[config.mk]
export PLATFORM = sky130hd
export DESIGN_NAME = limn2600_bus_initiator
export DESIGN_NICKNAME = d
export VERILOG_FILES = /design/src/rtl/limn2600_bus_pkg.sv /design/src/rtl/limn2600_bus_arbiter.sv /design/src/rtl/limn2600_bus_initiator.sv
export SDC_FILE = /design/constraint.sdc
export NUM_CORES = 1
export LEC_CHECK = 0
export ABC_AREA = 1
export CAP_MARGIN = 20
export CORE_MARGIN = 2
export CORE_UTILIZATION = 45
export CTS_CLUSTER_DIAMETER = 60
export CTS_CLUSTER_SIZE = 28
export DETAILED_ROUTE_END_ITERATION = 8
export DONT_BUFFER_PORTS = 1
export GPL_TIMING_DRIVEN = 0
export PLACE_DENSITY = 0.62
export SYNTH_ARGS = -nofsm -noshare
export SYNTH_HDL_FRONTEND = slang
export SYNTH_SLANG_ARGS = --single-unit
[constraint.sdc]
create_clock -name clk -period 1.7 [get_ports clk]
set_input_delay 0.17 -clock clk [delete_from_list [all_inputs] [get_ports clk]]
set_output_delay 0.17 -clock clk [all_outputs]
set_load 0.005 [all_outputs]
[src/rtl/limn2600_bus_pkg.sv]
// Shared types and defaults for the Limn2600 bus initiator.
package limn2600_bus_pkg;
  typedef enum logic [1:0] {ST_IDLE, ST_ISSUE, ST_WAIT, ST_RESP} state_t;

  localparam logic PORT_IF = 1'b0;
  localparam logic PORT_DT = 1'b1;

  localparam int DEF_DATA_WIDTH     = 32;
  localparam int DEF_TIMEOUT_CYCLES = 16;
endpackage

[src/rtl/limn2600_bus_arbiter.sv]
// Two-way fetch/data arbiter; on contention the port not granted last time wins.
module limn2600_bus_arbiter
  import limn2600_bus_pkg::*;
(
  input  logic clk,
  input  logic rst,
  input  logic if_req,
  input  logic dt_req,
  input  logic take,
  output logic grant_id,
  output logic grant_valid
);
  // Reset value 0 gives the data port the first contended grant.
  logic favour_if;

  always_comb begin
    grant_valid = if_req | dt_req;
    if (if_req && dt_req) grant_id = favour_if ? PORT_IF : PORT_DT;
    else if (dt_req)      grant_id = PORT_DT;
    else                  grant_id = PORT_IF;
  end

  always_ff @(posedge clk) begin
    if (rst)                       favour_if <= 1'b0;
    else if (take && grant_valid)  favour_if <= (grant_id == PORT_DT);
  end
endmodule

[src/rtl/limn2600_bus_initiator.sv]
// Limn2600 bus master: arbitrates fetch and load/store ports onto a single-word
// cs/we/addr/wdata bus, one access in flight, with alignment check and rdy timeout.
module limn2600_bus_initiator
  import limn2600_bus_pkg::*;
#(
  parameter int DATA_WIDTH     = DEF_DATA_WIDTH,
  parameter int TIMEOUT_CYCLES = DEF_TIMEOUT_CYCLES
) (
  input  logic                  clk,
  input  logic                  rst,
  input  logic                  if_req,
  input  logic [31:0]           if_addr,
  output logic                  if_ack,
  output logic                  if_err,
  output logic [DATA_WIDTH-1:0] if_rdata,
  input  logic                  dt_req,
  input  logic                  dt_we,
  input  logic [31:0]           dt_addr,
  input  logic [DATA_WIDTH-1:0] dt_wdata,
  output logic                  dt_ack,
  output logic                  dt_err,
  output logic [DATA_WIDTH-1:0] dt_rdata,
  output logic                  bus_cs,
  output logic                  bus_we,
  output logic [31:0]           bus_addr,
  output logic [DATA_WIDTH-1:0] bus_wdata,
  input  logic                  bus_rdy,
  input  logic [DATA_WIDTH-1:0] bus_rdata,
  output logic                  busy
);
  localparam int CW = $clog2(TIMEOUT_CYCLES + 1);

  state_t          state;
  logic            grant_id;
  logic            grant_valid;
  logic            cur_port;
  logic            cur_we;
  logic [CW-1:0]   wait_cnt;
  logic [31:0]     sel_addr;
  logic            sel_we;

  limn2600_bus_arbiter u_arb (
    .clk         (clk),
    .rst         (rst),
    .if_req      (if_req),
    .dt_req      (dt_req),
    .take        (state == ST_IDLE),
    .grant_id    (grant_id),
    .grant_valid (grant_valid)
  );

  assign sel_addr = (grant_id == PORT_DT) ? dt_addr : if_addr;
  assign sel_we   = (grant_id == PORT_DT) && dt_we;
  assign busy     = (state != ST_IDLE);

  always_ff @(posedge clk) begin
    if (rst) begin
      state     <= ST_IDLE;
      cur_port  <= PORT_IF;
      cur_we    <= 1'b0;
      wait_cnt  <= '0;
      bus_cs    <= 1'b0;
      bus_we    <= 1'b0;
      bus_addr  <= '0;
      bus_wdata <= '0;
      if_ack    <= 1'b0;
      if_err    <= 1'b0;
      if_rdata  <= '0;
      dt_ack    <= 1'b0;
      dt_err    <= 1'b0;
      dt_rdata  <= '0;
    end else begin
      case (state)
        ST_IDLE: begin
          if (grant_valid) begin
            cur_port  <= grant_id;
            cur_we    <= sel_we;
            bus_addr  <= sel_addr;
            bus_wdata <= sel_we ? dt_wdata : '0;
            wait_cnt  <= '0;
            if (sel_addr[1:0] != 2'b00) begin
              // Misaligned: answer with an error without touching the bus.
              state  <= ST_RESP;
              if_ack <= (grant_id == PORT_IF);
              if_err <= (grant_id == PORT_IF);
              dt_ack <= (grant_id == PORT_DT);
              dt_err <= (grant_id == PORT_DT);
            end else begin
              state  <= ST_ISSUE;
              bus_cs <= 1'b1;
              bus_we <= sel_we;
            end
          end
        end
        ST_ISSUE: begin
          bus_cs <= 1'b0;
          bus_we <= 1'b0;
          state  <= ST_WAIT;
        end
        ST_WAIT: begin
          if (bus_rdy) begin
            state    <= ST_RESP;
            if_ack   <= (cur_port == PORT_IF);
            dt_ack   <= (cur_port == PORT_DT);
            if_rdata <= (cur_port == PORT_IF) ? bus_rdata : '0;
            dt_rdata <= (cur_port == PORT_DT && !cur_we) ? bus_rdata : '0;
          end else if (wait_cnt == CW'(TIMEOUT_CYCLES)) begin
            state  <= ST_RESP;
            if_ack <= (cur_port == PORT_IF);
            if_err <= (cur_port == PORT_IF);
            dt_ack <= (cur_port == PORT_DT);
            dt_err <= (cur_port == PORT_DT);
          end else begin
            wait_cnt <= wait_cnt + CW'(1);
          end
        end
        ST_RESP: begin
          state    <= ST_IDLE;
          if_ack   <= 1'b0;
          if_err   <= 1'b0;
          if_rdata <= '0;
          dt_ack   <= 1'b0;
          dt_err   <= 1'b0;
          dt_rdata <= '0;
        end
        default: state <= ST_IDLE;
      endcase
    end
  end
endmodule
Yosys cells after proc, flatten, opt, wreduce, memory -nomap -nowiden --
Cells that the tools add are included.
Storage, ports and cells: register bits after elaboration 144, latch bits 0, bits in writable memories 0, bits in read-only memories 0, input bits 134, output and inout bits 135, word-level logic and storage cells 90, memories kept 0
Operators by class: add/sub/neg operators 1, multipliers 0, divide/modulo/power cells 0, magnitude comparators 0, equality and inequality tests 12, shift-type cells 0, mux-type cells 40, bitwise operators 3, reductions and logical operators 19
Operator list (count):
- $mux 32 | 6
- $pmux 32 s2 | 2
- $mux 1 | 17
- $mux 5 | 3
- $ne 2x2->1 const B | 7
- $pmux 1 s3 | 4
- $pmux 5 s2 | 1
- $reduce_bool 2->1 | 5
- $mux 2 | 4
- $pmux 2 s4 | 1
- $reduce_and 4->1 | 2
- $reduce_and 2->1 | 3
- $add 5x1->5 const B | 1
- $eq 5x5->1 const B | 1
- $reduce_and 5->1 | 1
- $eq 2x2->1 const B | 2
- $logic_and 1x1->1 | 4
- $pmux 1 s2 | 2
- $ne 3x3->1 const B | 1
- $reduce_and 3->1 | 1
- $reduce_bool 3->1 | 1
- $eq 2x1->1 const B | 1
- $logic_not 2->1 | 1
- $not 1->1 | 2
- 2 further kinds | 2

Depth between registers and ports, before layout --
word-level depth 7, depth in mapped cells 10, gate-level depth less buffers 10

Hierarchy --
A second synthesis with hierarchy kept.
Second synthesis, totals: cell total of the unflattened synthesis 748, area total of the unflattened synthesis 5913.2 um2
Modules (own cells, without submodules):
- limn2600_bus_initiator | times used 1, cells an instance 740, area an instance 5853.1 um2, sequential area each 2862.7 um2
- limn2600_bus_arbiter | times used 1, cells an instance 8, area an instance 60.1 um2, sequential area each 20.0 um2

Least setup slack after synthesis --
No wires, ideal clock.
kind register to register, start reg state[0], end reg if_rdata[0], setup time 0.116 ns, arrival time 1.429 ns, required time 1.584 ns, path slack 0.155 ns, stages on the path, launching flop included 10, path buffers 1, period minus slack after synthesis 1.545 ns, cells stage by stage dfxtp_1 > inv_1 > ha_1 > nor2_1 > inv_1 > o21ai_1 > inv_1 > clkbuf_1 > o21ai_0 > nor2_1
Between the ends: word-level cells in the longest chain between the ends 3, elaborated cells on any way between the ends 6, classes of those cells 3 x eq/ne; 1 x mux; 2 x reduce/logical
Ends and longest elaborated chain:
- start, declared | line limn2600_bus_initiator.sv:33 | state_t state;
- start signal, assigned | line limn2600_bus_initiator.sv:58 | state <= ST_IDLE;
- start signal, assigned | line limn2600_bus_initiator.sv:83 | state <= ST_RESP;
- start signal, assigned | line limn2600_bus_initiator.sv:89 | state <= ST_ISSUE;
- $eq 2x2->1 | line limn2600_bus_initiator.sv:73 | case (state)
- $ne 2x2->1 (no line) / $reduce_bool 2->1 (equally long branches)
- $reduce_and 2->1 (no line)
- end signal, assigned | line limn2600_bus_initiator.sv:105 | if_rdata <= (cur_port == PORT_IF) ? bus_rdata : '0;
- end, declared | line limn2600_bus_initiator.sv:15 | output logic [DATA_WIDTH-1:0] if_rdata,
Several ways; a longest one is shown, not always the timed one. A chain may end at the register's enable or synchronous reset.

Final worst setup path --
start reg state[0], end reg dt_rdata[11]
Between the ends: word-level cells in the longest chain between the ends 3, elaborated cells on any way between the ends 6, classes of those cells 3 x eq/ne; 1 x mux; 2 x reduce/logical
Ends and longest elaborated chain:
- $eq 2x2->1 | line limn2600_bus_initiator.sv:73
- $ne 2x2->1 (no line) / $reduce_bool 2->1 (equally long branches)
- $reduce_and 2->1 (no line)
- end signal, assigned | line limn2600_bus_initiator.sv:106 | dt_rdata <= (cur_port == PORT_DT && !cur_we) ? bus_rdata : '0;
- end, declared | line limn2600_bus_initiator.sv:22 | output logic [DATA_WIDTH-1:0] dt_rdata,
Several ways; a longest one is shown, not always the timed one.

==> flow_metrics.env <==
export IMPL_dr_pass1_iters=7
export IMPL_fin_crit_ns=1.63
export IMPL_clkTransAtPathRegs_ns=0.06
export IMPL_core_area_mm2=0.0121
export IMPL_ant_nets=0
export IMPL_rows=40
export IMPL_cp_cell_sequence="inv_4 -> ha_4 -> nor2_4 -> inv_1 -> o21ai_2 -> buf_2 -> buf_4 -> nand2_1 -> a21oi_1"
export IMPL_grt_overflow=0
export IMPL_cts_tree="done"
export IMPL_antenna_found_initial=0
export IMPL_portBuffers=0
export IMPL_skew_ns=0.00673
export IMPL_syn_instance_count=701
export IMPL_status="finished clean"
export IMPL_cp_end_kind="flop"
export IMPL_clkLatencyLatePin_ns=0.42
export IMPL_routed_wl_mm=18.1
export IMPL_slew_viol_final=0
export IMPL_crit_path_start_kind="flop"
export IMPL_dpl_hpwl_mm=11.5
export IMPL_drive_gt1_share_pct=12.3
export IMPL_wl_per_cell_um=17.5
export IMPL_dpl_cell_area_mm2=0.00586
export IMPL_setup_violations=0
export IMPL_async_flop_share_pct=0
export IMPL_synthToLayoutAreaGrowth_pct=40.2
export IMPL_final_common_cell="nand2_1"
export IMPL_first_iter_violations=341
export IMPL_seq_area_mm2=0.00287
export IMPL_io_pins=269
export IMPL_maxSlewHeadroom_pct=63.0
export IMPL_max_freq_ghz=0.613
export IMPL_dp_cells=869
export IMPL_dpl_worst_slack_ns=-0.170
export IMPL_cts_root_buf="clkbuf_16"
export IMPL_cts_sinks=143
export IMPL_design_area_mm2=0.00792
export IMPL_seqPwrFrac_pct=37.9
export IMPL_nets=993
export IMPL_cts_buffers=17
export IMPL_track_usage_pct=26.3
export IMPL_avgViaCountPerCell=5.41
export IMPL_rsz0062_at_grt="true"
export IMPL_n_antenna_cell=0
export IMPL_power_share_switching_pct=35.7
export IMPL_power_density_mw_per_mm2=1650
export IMPL_p_switching_mw=4.65
export IMPL_start_util_pct=46.6
export IMPL_ys_flop_type="dfxtp_1"
export IMPL_maxCapViolCount=0
export IMPL_clockPowerShare_pct=30.2
export IMPL_synthesis_area_mm2=0.00565
export IMPL_leakagePower_nw=3.10
export IMPL_cp_slowest_stage_delay_ns=0.38
export IMPL_synth_nets=842
export IMPL_setup_tns_ns=0
export IMPL_cp_required_ns=2.04
export IMPL_max_clock_path_buffers=2
export IMPL_setup_slack_ns=0.0686
export IMPL_grt_pass1_wl_mm=27.6
export IMPL_grt_start_max_net_pins=17
export IMPL_htree_levels=4
export IMPL_p_int_mw=8.37
export IMPL_worstMarginPinSlew_ns=0.555
export IMPL_cp_slowest_cell="dfxtp_2"
export IMPL_place_gp_congestion=0.845
export IMPL_synth_edf_count=0
export IMPL_critPathArrivalTime_ns=1.97
export IMPL_power_frac_comb_pct=31.9
export IMPL_yosys_cell_types_count=28
export IMPL_dieArea_mm2=0.0135
export IMPL_grt_pass1_vias=5613
export IMPL_synth_seq_cells=143
export IMPL_vias=5593
export IMPL_die_h_um=116
export IMPL_fill_cells=979
export IMPL_drc=0
export IMPL_vdd_drop_max_mv=0.743
export IMPL_layout_common_cells="nand2_1, dfxtp_1, dlygate4sd3_1, nor2_1, a21oi_1"
export IMPL_fin_cells=1033
export IMPL_die_w_um=116
export IMPL_multi_input_area_mm2=0.00249
export IMPL_path_max_fanout=10
export IMPL_final_period_utilization_pct=96.0
export IMPL_synth_area_per_cell_um2=8.06
export IMPL_critical_path_class="flop to flop"
export IMPL_hp_class="primary input to flop"
export IMPL_ys_warn_count=0
export IMPL_ys_seq_area_share_pct=50.7
export IMPL_timing_hold_violations_final=0
## worst max-delay path, delay by kind of cell (launching register included)
kind,cells,cell delay (ns)
AO/OA/AOI/OAI,2,0.27
adder cells (fa/ha/maj),1,0.18
AND/OR/NAND/NOR,2,0.20
buffers and inverters,4,0.53
flip-flops,1,0.38
## power by group through the flow
stage / registers [mW] / clock network [mW] / logic [mW]
finish: 4.94 / 3.93 / 4.15
global route: 5.03 / 4.14 / 4.67
CTS: 4.91 / 3.97 / 3.79
detailed placement: 4.95 / 0 / 3.39
global placement: 4.94 / 0 / 3.28
floorplan: 4.71 / 0 / 2.69
## through the flow
stage	total power, mW	util [%]	hold WS (ns)
after detailed placement	8.35	48.4	0.315
final	13.0	65.4	0.116
after CTS	12.7	64.1	0.0989
after global placement	8.23	48.4	0.308
after floorplan	7.40	-	0.305
after global routing	13.8	65.4	0.124
## final timing paths
path / depth (start not counted) / slack [ns] / to / startpoint
setup reg to reg: 9 / 0.07 / dt_rdata[11]$_SDFFE_PP0P_ / state[0]$_SDFFE_PP0P_
hold / removal: 3 / 0.12 / bus_addr[0]$_SDFFE_PP0P_ / dt_req
hold reg to reg: 2 / 0.48 / dt_rdata[19]$_SDFFE_PP0P_ / dt_rdata[19]$_SDFFE_PP0P_
setup / recovery: 9 / 0.07 / dt_rdata[11]$_SDFFE_PP0P_ / state[0]$_SDFFE_PP0P_
## cells by family after synthesis
logic type	Yosys count	share of synthesized area, %
compound gates	211	21.9
fa+ha+maj	7	1.55
xor+xnor	3	0.465
buf+inv	73	6.31
flops	143	50.7
simple gates	264	19.1
## state kept, by name, indices dropped and copies added, names as in the netlist
signal,count
state,2
if_err,1
if_rdata,32
bus_we,1
u_arb.favour_if,1
if_ack,1
dt_ack,1
bus_cs,1
cur_we,1
wait_cnt,5
bus_addr,32
dt_rdata,32
bus_wdata,32
dt_err,1
## layer usage
metal  vias to the layer above  share of wire (%)  GRT usage (%)
met2                       229                 51           47.4
met3                        37                7.6           8.47
met5                         -                  0              0
li1                       2676                  -              -
met4                         0                2.3           10.2
met1                      2651                 39           28.6
## synthesized netlist by cell type, types with 3 or more instances
cell type | number | area [µm²]
nand3b_1 | 3 | 22.5
xor2_1 | 3 | 26.3
nand3_1 | 14 | 70.1
a22oi_1 | 24 | 180
inv_2 | 4 | 15.0
buf_6 | 6 | 67.6
nand2_2 | 4 | 25.0
buf_4 | 6 | 45.0
dfxtp_1 | 143 | 2860
ha_1 | 7 | 87.6
a31oi_1 | 30 | 188
clkbuf_1 | 27 | 101
inv_1 | 18 | 67.6
a22oi_2 | 10 | 125
a21oi_1 | 78 | 390
nand2_1 | 159 | 597
o21ai_0 | 66 | 330
nor2_1 | 78 | 293
buf_2 | 12 | 60.1
## what timing repair did
action                                  in CTS  in global routing
pin swaps                                    1                  2
hold buffers                               124                  0
gates cloned                                 1                  1
endpoints found under the setup margin     126                123
hold endpoints to repair                   126                  0
buffers inserted                             1                  5
gates resized for setup                     15                 31
## final cells by class
cell class              count  share of cell area, %
flip-flops and latches    143                   36.2
multi-input cells         485                   31.5
repair buffers            132                   16.7
clock buffers              23                   5.91
plain buffers              51                   3.90
well taps                 168                   2.66
clock inverters             9                   1.99
inverters                  22                   1.11
No activity file was read; power rests on OpenSTA's default activity.
